===== src/rtl/tile_renderer_pkg.sv =====
// tile_renderer_pkg
// Shared definitions for the tile renderer and the game logic that fills
// its map: grid geometry, tile codes, palette, FSM state encoding and the
// per-pixel colour function.
// No ports (package).
package tile_renderer_pkg;

    localparam int GRID_COLS = 20;
    localparam int GRID_ROWS = 15;
    localparam int MAP_CELLS = GRID_COLS * GRID_ROWS;   // 300
    localparam int TILE_SIZE = 32;

    localparam logic [8:0] LAST_CELL = 9'(MAP_CELLS - 1);

    typedef enum logic [2:0] {
        TILE_FLOOR         = 3'd0,
        TILE_WALL          = 3'd1,
        TILE_BOX           = 3'd2,
        TILE_TARGET        = 3'd3,
        TILE_BOX_ON_TARGET = 3'd4,
        TILE_PLAYER        = 3'd5,
        TILE_PLAYER_ON_TGT = 3'd6,
        TILE_VOID          = 3'd7
    } tile_code_t;

    typedef enum logic {
        ST_CLEAR = 1'b0,
        ST_RUN   = 1'b1
    } state_t;

    localparam logic [11:0] PAL_FLOOR         = 12'h444;
    localparam logic [11:0] PAL_WALL          = 12'h841;
    localparam logic [11:0] PAL_BOX           = 12'hC80;
    localparam logic [11:0] PAL_TARGET        = 12'h0C0;
    localparam logic [11:0] PAL_BOX_ON_TARGET = 12'hFF0;
    localparam logic [11:0] PAL_PLAYER        = 12'h00F;
    localparam logic [11:0] PAL_PLAYER_ON_TGT = 12'h0CF;
    localparam logic [11:0] PAL_VOID          = 12'h000;
    localparam logic [11:0] COLOR_OUTLINE     = 12'h000;
    localparam logic [11:0] COLOR_MARKER      = 12'hF00;

    // Marker square spans sub-coordinates 12..19 inclusive in both axes.
    localparam logic [4:0] MARKER_LO = 5'd12;
    localparam logic [4:0] MARKER_HI = 5'd19;

    function automatic logic [8:0] cell_index(input logic [3:0] row, input logic [4:0] col);
        return 9'(int'(row) * GRID_COLS + int'(col));
    endfunction

    function automatic logic [11:0] palette(input logic [2:0] code);
        logic [11:0] c;
        case (code)
            3'd0:    c = PAL_FLOOR;
            3'd1:    c = PAL_WALL;
            3'd2:    c = PAL_BOX;
            3'd3:    c = PAL_TARGET;
            3'd4:    c = PAL_BOX_ON_TARGET;
            3'd5:    c = PAL_PLAYER;
            3'd6:    c = PAL_PLAYER_ON_TGT;
            default: c = PAL_VOID;
        endcase
        return c;
    endfunction

    // Colour of one pixel inside a tile: outline first (codes 1..6), then
    // the target marker (codes 3 and 6), otherwise the flat palette colour.
    function automatic logic [11:0] tile_pixel(input logic [2:0] code,
                                               input logic [4:0] sub_x,
                                               input logic [4:0] sub_y);
        logic on_edge;
        logic in_marker;
        logic outlined;
        logic has_marker;
        on_edge    = (sub_x == 5'd0) || (sub_x == 5'(TILE_SIZE - 1)) ||
                     (sub_y == 5'd0) || (sub_y == 5'(TILE_SIZE - 1));
        in_marker  = (sub_x >= MARKER_LO) && (sub_x <= MARKER_HI) &&
                     (sub_y >= MARKER_LO) && (sub_y <= MARKER_HI);
        outlined   = (code != TILE_FLOOR) && (code != TILE_VOID);
        has_marker = (code == TILE_TARGET) || (code == TILE_PLAYER_ON_TGT);
        if (outlined && on_edge)
            return COLOR_OUTLINE;
        else if (has_marker && in_marker)
            return COLOR_MARKER;
        else
            return palette(code);
    endfunction

endpackage


===== src/rtl/tile_renderer_map_ram.sv =====
// map_ram
// 300 x 3-bit tile map. One synchronous write port, one synchronous read
// port; a read and write to the same address in one cycle returns the old
// contents. Reads beyond the last cell return the void code.
// Ports:
//   clk, rst        clock, synchronous active-high reset (clears rdata only)
//   we/waddr/wdata  write port
//   raddr/rdata     read port, rdata valid one clock after raddr
module map_ram
    import tile_renderer_pkg::*;
(
    input  logic       clk,
    input  logic       rst,
    input  logic       we,
    input  logic [8:0] waddr,
    input  logic [2:0] wdata,
    input  logic [8:0] raddr,
    output logic [2:0] rdata
);

    logic [2:0] mem [0:MAP_CELLS-1];

    always_ff @(posedge clk) begin
        if (we)
            mem[waddr] <= wdata;
    end

    always_ff @(posedge clk) begin
        if (rst)
            rdata <= 3'd0;
        else if (raddr <= LAST_CELL)
            rdata <= mem[raddr];
        else
            rdata <= TILE_VOID;
    end

endmodule


===== src/rtl/tile_renderer.sv =====
// tile_renderer
// Draws a 20x15 grid of 32x32 tiles from an internal map RAM. After reset
// the map is filled with the void code (CLEAR), then game-logic writes are
// accepted only during blanking (RUN). Two-stage pipeline: S1 = RAM read
// plus delayed sub-coords/video/sync, S2 = rgb and delayed sync.
// Ports:
//   clk, rst            pixel clock, synchronous active-high reset
//   pixel_x, pixel_y    scan position
//   HS, VS              active-low sync in
//   video_out           scan position is visible
//   map_we/addr/data    map write request
//   map_ready           write accepted this cycle
//   rgb                 {R,G,B} 4 bits each, 2 clk after pixel inputs
//   HS_out, VS_out      sync delayed to match rgb
//   frame_tick          one-cycle pulse per VS falling edge
//   fsm_state           current FSM state (0 CLEAR, 1 RUN)
module tile_renderer
    import tile_renderer_pkg::*;
(
    input  logic        clk,
    input  logic        rst,
    input  logic [9:0]  pixel_x,
    input  logic [9:0]  pixel_y,
    input  logic        HS,
    input  logic        VS,
    input  logic        video_out,
    input  logic        map_we,
    input  logic [8:0]  map_addr,
    input  logic [2:0]  map_data,
    output logic        map_ready,
    output logic [11:0] rgb,
    output logic        HS_out,
    output logic        VS_out,
    output logic        frame_tick,
    output logic        fsm_state
);

    state_t     state, next_state;
    logic [8:0] clr_cnt;

    logic       ram_we;
    logic [8:0] ram_waddr;
    logic [2:0] ram_wdata;
    logic [8:0] ram_raddr;
    logic [2:0] tile_code;

    logic [4:0] sub_x_q, sub_y_q;
    logic       video_q, hs_q, vs_q;
    logic       vs_prev;

    // Rows 16..31 do not exist; steer them to an out-of-range address.
    assign ram_raddr = pixel_y[9] ? 9'h1FF : cell_index(pixel_y[8:5], pixel_x[9:5]);

    map_ram u_map_ram (
        .clk   (clk),
        .rst   (rst),
        .we    (ram_we),
        .waddr (ram_waddr),
        .wdata (ram_wdata),
        .raddr (ram_raddr),
        .rdata (tile_code)
    );

    // State register and clear counter. The counter only advances in
    // CLEAR; reset is the only way back into CLEAR, and it zeroes it.
    always_ff @(posedge clk) begin
        if (rst) begin
            state   <= ST_CLEAR;
            clr_cnt <= 9'd0;
        end else begin
            state <= next_state;
            if (state == ST_CLEAR)
                clr_cnt <= clr_cnt + 9'd1;
        end
    end

    always_comb begin
        next_state = state;
        map_ready  = 1'b0;
        ram_we     = 1'b0;
        ram_waddr  = map_addr;
        ram_wdata  = map_data;
        case (state)
            ST_CLEAR: begin
                ram_we    = 1'b1;
                ram_waddr = clr_cnt;
                ram_wdata = TILE_VOID;
                if (clr_cnt == LAST_CELL)
                    next_state = ST_RUN;
            end
            ST_RUN: begin
                // Writes only in blanking so a frame never shows a half-updated map.
                map_ready = !video_out && !rst;
                ram_we    = map_we && map_ready && (map_addr <= LAST_CELL);
            end
            default: next_state = ST_CLEAR;
        endcase
    end

    assign fsm_state = (state == ST_RUN);

    // Stage 1 side-band (the RAM output register holds the tile code).
    always_ff @(posedge clk) begin
        if (rst) begin
            sub_x_q <= 5'd0;
            sub_y_q <= 5'd0;
            video_q <= 1'b0;
            hs_q    <= 1'b1;
            vs_q    <= 1'b1;
        end else begin
            sub_x_q <= pixel_x[4:0];
            sub_y_q <= pixel_y[4:0];
            video_q <= video_out;
            hs_q    <= HS;
            vs_q    <= VS;
        end
    end

    // Stage 2 outputs.
    always_ff @(posedge clk) begin
        if (rst) begin
            rgb    <= 12'h000;
            HS_out <= 1'b1;
            VS_out <= 1'b1;
        end else begin
            rgb    <= video_q ? tile_pixel(tile_code, sub_x_q, sub_y_q) : 12'h000;
            HS_out <= hs_q;
            VS_out <= vs_q;
        end
    end

    // vs_prev resets high so a VS held low through reset does not tick.
    always_ff @(posedge clk) begin
        if (rst) begin
            vs_prev    <= 1'b1;
            frame_tick <= 1'b0;
        end else begin
            vs_prev    <= VS;
            frame_tick <= vs_prev && !VS;
        end
    end

endmodule

===== config.mk =====
export PLATFORM = sky130hd
export DESIGN_NAME = tile_renderer
export DESIGN_NICKNAME = d
export VERILOG_FILES = /design/src/rtl/tile_renderer_pkg.sv /design/src/rtl/tile_renderer_map_ram.sv /design/src/rtl/tile_renderer.sv
export SDC_FILE = /design/constraint.sdc
export NUM_CORES = 1
export LEC_CHECK = 0
export CELL_PAD_IN_SITES_DETAIL_PLACEMENT = 0
export CELL_PAD_IN_SITES_GLOBAL_PLACEMENT = 2
export CORE_MARGIN = 3
export CORE_UTILIZATION = 45
export DETAILED_ROUTE_END_ITERATION = 8
export PLACE_DENSITY_LB_ADDON = 0.2
export REMOVE_ABC_BUFFERS = 1
export SETUP_SLACK_MARGIN = 0.02
export SLEW_MARGIN = 5
export SYNTH_ARGS = -nofsm -noshare
export SYNTH_HDL_FRONTEND = slang
export SYNTH_SLANG_ARGS = --single-unit
export TNS_END_PERCENT = 5

===== constraint.sdc =====
create_clock -name clk -period 7.3 [get_ports clk]
set_input_delay 1.095 -clock clk [delete_from_list [all_inputs] [get_ports clk]]
set_output_delay 1.095 -clock clk [all_outputs]
set_load 0.005 [all_outputs]

Word level (Yosys, flattened, before mapping). Memories as Yosys holds them, arrays and structs flattened. Cells that the tools add are included.

Magnitude comparators: 6. Reduce and logical (&&, ||, !) cells: 23. Eq/ne operators: 10. Add/sub/neg operators: 2. Bitwise logic cells: 2. Mux-type cells: 12. Multipliers: 1.

Operator list (count): $pmux 12 s7 (1); $le 9x9->1 const B (2); $mux 9 (2); $mux 12 (1); $eq 5x5->1 const B (2); $ge 5x4->1 const B (2); $le 5x5->1 const B (2); $logic_and 1x1->1 (10); $logic_not 5->1 (2); $add 9x1->9 const B (1); $add 9x5->9 (1); $eq 3x3->1 const B (3); $eq 9x9->1 const B (1); $mul 4x3->7 const B (1); $eq 3x2->1 const B (2); $mux 3 (2); $mux 1 (5); $logic_or 1x1->1 (4); $reduce_or 4->1 (1); $eq 3x1->1 const B (1); $logic_not 1->1 (3); $logic_not 3->1 (1); $ne 3x3->1 const B (1); $reduce_bool 3->1 (1); 3 further kinds (4).

Register bits after elaboration: 41. Bits in writable memories: 900. Memories kept: 1. Logic and storage cells: 70. Input port bits: 38. Output and inout port bits: 17.

Memory list: u_map_ram.mem (depth 300, width 3, read ports 1, clocked after Yosys merged registers in 0, wr ports 1, line tile_renderer_map_ram.sv:21) `logic [2:0] mem [0:MAP_CELLS-1];`.

Logic depth before layout (Yosys ltp).
Word-level depth: 7. Gate-level depth with buffers: 13.

By module. A second synthesis with hierarchy kept.

Cells, all modules: 2196. Area, all modules: 38612.0 sq um.

Modules (own cells, without submodules): map_ram (instances 1, seq. area each 27086.0 sq um, area an instance 36804.0 sq um, cells each 1998); tile_renderer (instances 1, seq. area each 700.7 sq um, area an instance 1808.0 sq um, cells each 198).

Worst setup path after synthesis. Ideal clock, no wire load.

Kind: input port to flip-flop. Start: input map_data[0]. End: memory u_map_ram.mem[0][0], data pin. Buffers on the path: 0. Cell stages on the path: 1. Setup time: 1.025 ns. Slack: 1.179 ns. Arrival: 5.096 ns. Cell sequence: nand2b_1.

Word-level cells in the longest chain between the ends: 1.

RTL lines: from (decl) (line tile_renderer.sv:29) `input logic [2:0] map_data,`; $mux 3 (line tile_renderer.sv:83) `case (state)`; to (decl) (line tile_renderer_map_ram.sv:21).

Every way passes these cells.

Final worst setup path.
Start: input pixel_y[5]. End: register u_map_ram.rdata[1].

Word-level cells in the longest chain between the ends: 5.

RTL lines: from (decl) (line tile_renderer.sv:23) `input logic [9:0] pixel_y,`; $mul 4x3->7 (*) (line tile_renderer_pkg.sv:47) `return 9'(int'(row) * GRID_COLS + int'(col));`; $add 9x5->9 (*) (line tile_renderer_pkg.sv:47); $mux 9 (*) (line tile_renderer.sv:52) `assign ram_raddr = pixel_y[9] ? 9'h1FF : cell_index(pixel_y[8:5], pixel_x[9:5]);`; $mem_v2 300x3 or $le 9x9->1 (tied branches); $mux 3 (*) (line tile_renderer_map_ram.sv:31) `else if (raddr <= LAST_CELL)`; to (signal assigned) (line tile_renderer_map_ram.sv:32) `rdata <= mem[raddr];`; to (decl) (line tile_renderer_map_ram.sv:18) `output logic [2:0] rdata`.

Mark *: on every way between the ends. The rest lies on a longest branch, timed or not. A chain may end at the register's enable or synchronous reset.

==> out/metrics.cfg <==
[placement]
hpwl_mm = 66.39
dpl_cell_area_um2 = 40630
port_buffers = 54
routabilityCongestion = 0.8529

[floorplanning]
fp.dieW_um = 301.4
start_util_pct = 45.77
io_pins = 55
core.rowCount = 107
core_area_um2 = 85820
die_h_um = 301.4
die_area_um2 = 90870

[sta]
worst_pin_slew_ns = 1.214
timing.final.hold_violations = 0
layout_min_cycle_time_ns = 4.721
relSlewSlack_pct = 19.09
setup_viol = 0
finClkSkew_ns = 0.01993
final.setup.tns_ns = 0
fmax_mhz = 211.8
fin_crit_sh_pct = 64.67
grt_setup_unrepaired = no
report.final.slew_viol_count = 0

[yosys]
synth_area_leaders = edfxtp_1 69%, mux2i_1 5.5%, nor2_1 3.4%
synth_edf_count = 900
yosysUniqueCellTypes = 77
yosysMostFrequentCell = edfxtp_1
yosysTopAreaCell = edfxtp_1
async_reset_ff_share_pct = 0
synthCells = 2876
ys_warn_count = 0
yosys.area.top_type_share_pct = 68.81
seq_area_frac_synth_pct = 70.74
synth_flop_cell = edfxtp_1
yosys_register_bits = 938
syn_area_um2 = 39280
avgSynthCellArea_um2 = 13.66
synthTopCellsByCount = 900 x edfxtp_1, 360 x nor2_1, 317 x nand2_1

[power_and_ir_drop]
p_sw_uw = 2614
clkPwrFrac_pct = 43.1
intPower_uw = 9052
vdd_drop_max_v = 0.0001854
leakage_uw = 0.01443
power_frac_seq_pct = 50.0
power_density_nw_per_um2 = 265.9
share_comb_of_total_power_pct = 6.9
switching_share_pct = 22.40

[routing]
wl_per_cell_um = 27.34
via_per_inst = 5.907
drt_iter0_drc = 2251
ant_nets = 0
vias = 24210
drc = 0
dr.pass1.iters = 5
drt-total-wl_mm = 112.0

[worst_setup_path]
cp-start-kind = input pin
worstPathArrival_ns = 5.25
path_max_fanout = 21
cp_cell_sequence = clkdlybuf4s50_1 > ha_1 > inv_1 > fa_1 > buf_4 > o21a_2 > buf_4 > a211oi_1 > a211oi_1 > a21oi_1 > a22oi_1 > nor2b_1 > o41a_1
cp_slowest_cell = fa_1
critical_path_class = in -> reg
worst_ep_required_time_ns = 7.83
critical_path.max_stage_delay_ns = 0.85
cp-end-kind = flip-flop
crit_buf_inv = 4
crit_family = compound AO/OA/AOI/OAI gates

[run]
cap_viol_max_count = 0

[global_route]
grt_pass1_vias = 24180
grt_max_degree = 206
grt_pass1_wl_mm = 162.6
antenna_found_initial = 0
gr-usage-all-layers_pct = 24.52
gr-total-overflow = 0

[cts]
cts.root.buffer_cell = clkbuf_16
cts_hold_buf = 0
cts_buffers = 101
clk_pin_slew_worst_paths_ns = 0.06
cts_tree = built
post_cts_resized = 0
cts_setup_buffers = 0
htreeDepth = 3
clkSinkCount = 938
clkLatencyLatePin_ns = 0.65
cts_buffer_depth = 3

[hold_path]
hold_class = reg -> reg

[final_layout]
nets = 2923
drive_above_1_share_pct = 8.903
area_growth_pct = 11.68
post-route-util_pct = 51.12
final_area_um2 = 43870
n_antenna_cell = 0

[status]
status = completed

sequential cells by signal (all words and copies together), names as in the netlist, 3 cells and up:
name / flops
clr_cnt: 9
sub_x_q: 5
rgb: 9
u_map_ram.mem: 900
u_map_ram.rdata: 3
sub_y_q: 5
worst reg2reg max path: cells and delay by family, from the launching register on:
kind	cells	cell delay, ns
AND/OR/NAND/NOR	4	1.51
buffers and inverters	2	0.91
AO/OA/AOI/OAI	1	0.30
flip-flops	1	0.71
final cells by class:
class                      count  area [µm²]
clock buffer                 119        2595
inverter                      15       56.30
tap                         1144        1431
clock inverter                63       640.6
timing repair buffer         107        1082
fill                        7290       41950
multi-input combinational   1712       10270
sequential                   938       27790
routing by layer:
layer	track usage [%]	share of wire, %	vias to the layer above
met3	3.117	5.5	153
li1	-	-	10850
met5	0	0	-
met1	34.25	44	12390
met2	40.94	49	815
met4	6.051	2.2	0
power by group through the flow:
stage               clock network [µW]  logic, µW  registers, µW
floorplan                            0        398           5940
global placement                     0        793           5950
detailed placement                   0        795           5950
CTS                               5100        799           5840
global route                      5340        850           5830
finish                            5030        802           5840
per-stage QoR:
stage / total power (µW) / worst slack [ns] / hold WS [ns] / instances
5_1_grt: 12020 / 2.351 / 0.4335 / 4098
3_5_place_dp: 6744 / 1.915 / 0.4033 / 3916
4_1_cts: 11730 / 2.596 / 0.4188 / 4098
6_report: 11670 / 2.579 / 0.4197 / 4098
2_1_floorplan: 6340 / 1.179 / 0.3895 / 2665
3_3_place_gp: 6742 / 2.055 / 0.3936 / 3916
layout by cell type, fill, tap and decap left out, types with 45 or more instances in the layout:
| master | instances |
|---|---|
| edfxtp_1 | 900 |
| nor2_1 | 358 |
| nand2_1 | 311 |
| mux2i_1 | 215 |
| a21oi_1 | 164 |
| nand3_1 | 107 |
| clkbuf_16 | 101 |
| o21ai_0 | 53 |
| clkdlybuf4s50_1 | 52 |
| nor2b_1 | 50 |
| a211oi_1 | 45 |
cells by family after synthesis:
group | share of synthesized area [%]
buffers and inverters | 3.367
and+or+nand+nor | 10.22
AOI/OAI and AO/OA | 9.091
DFF | 70.74
muxes | 5.909
adders and majority gates | 0.3568
xor gates and xnor gates | 0.3122
path summary, 6_finish.rpt:
| kind | cells past startpoint | slack (ns) | from | end |
|---|---|---|---|---|
| max | 13 | 2.58 | pixel_y[5] | u_map_ram.rdata[1]$_SDFF_PP0_ |
| min | 1 | 0.42 | hs_q$_SDFF_PP1_ | HS_out$_SDFF_PP1_ |
| max reg2reg | 7 | 3.55 | fsm_state$_SDFF_PP0_ | u_map_ram.mem[51][1]$_DFFE_PP_ |
| min reg2reg | 1 | 0.42 | hs_q$_SDFF_PP1_ | HS_out$_SDFF_PP1_ |
(Power assumes the default switching activity.)
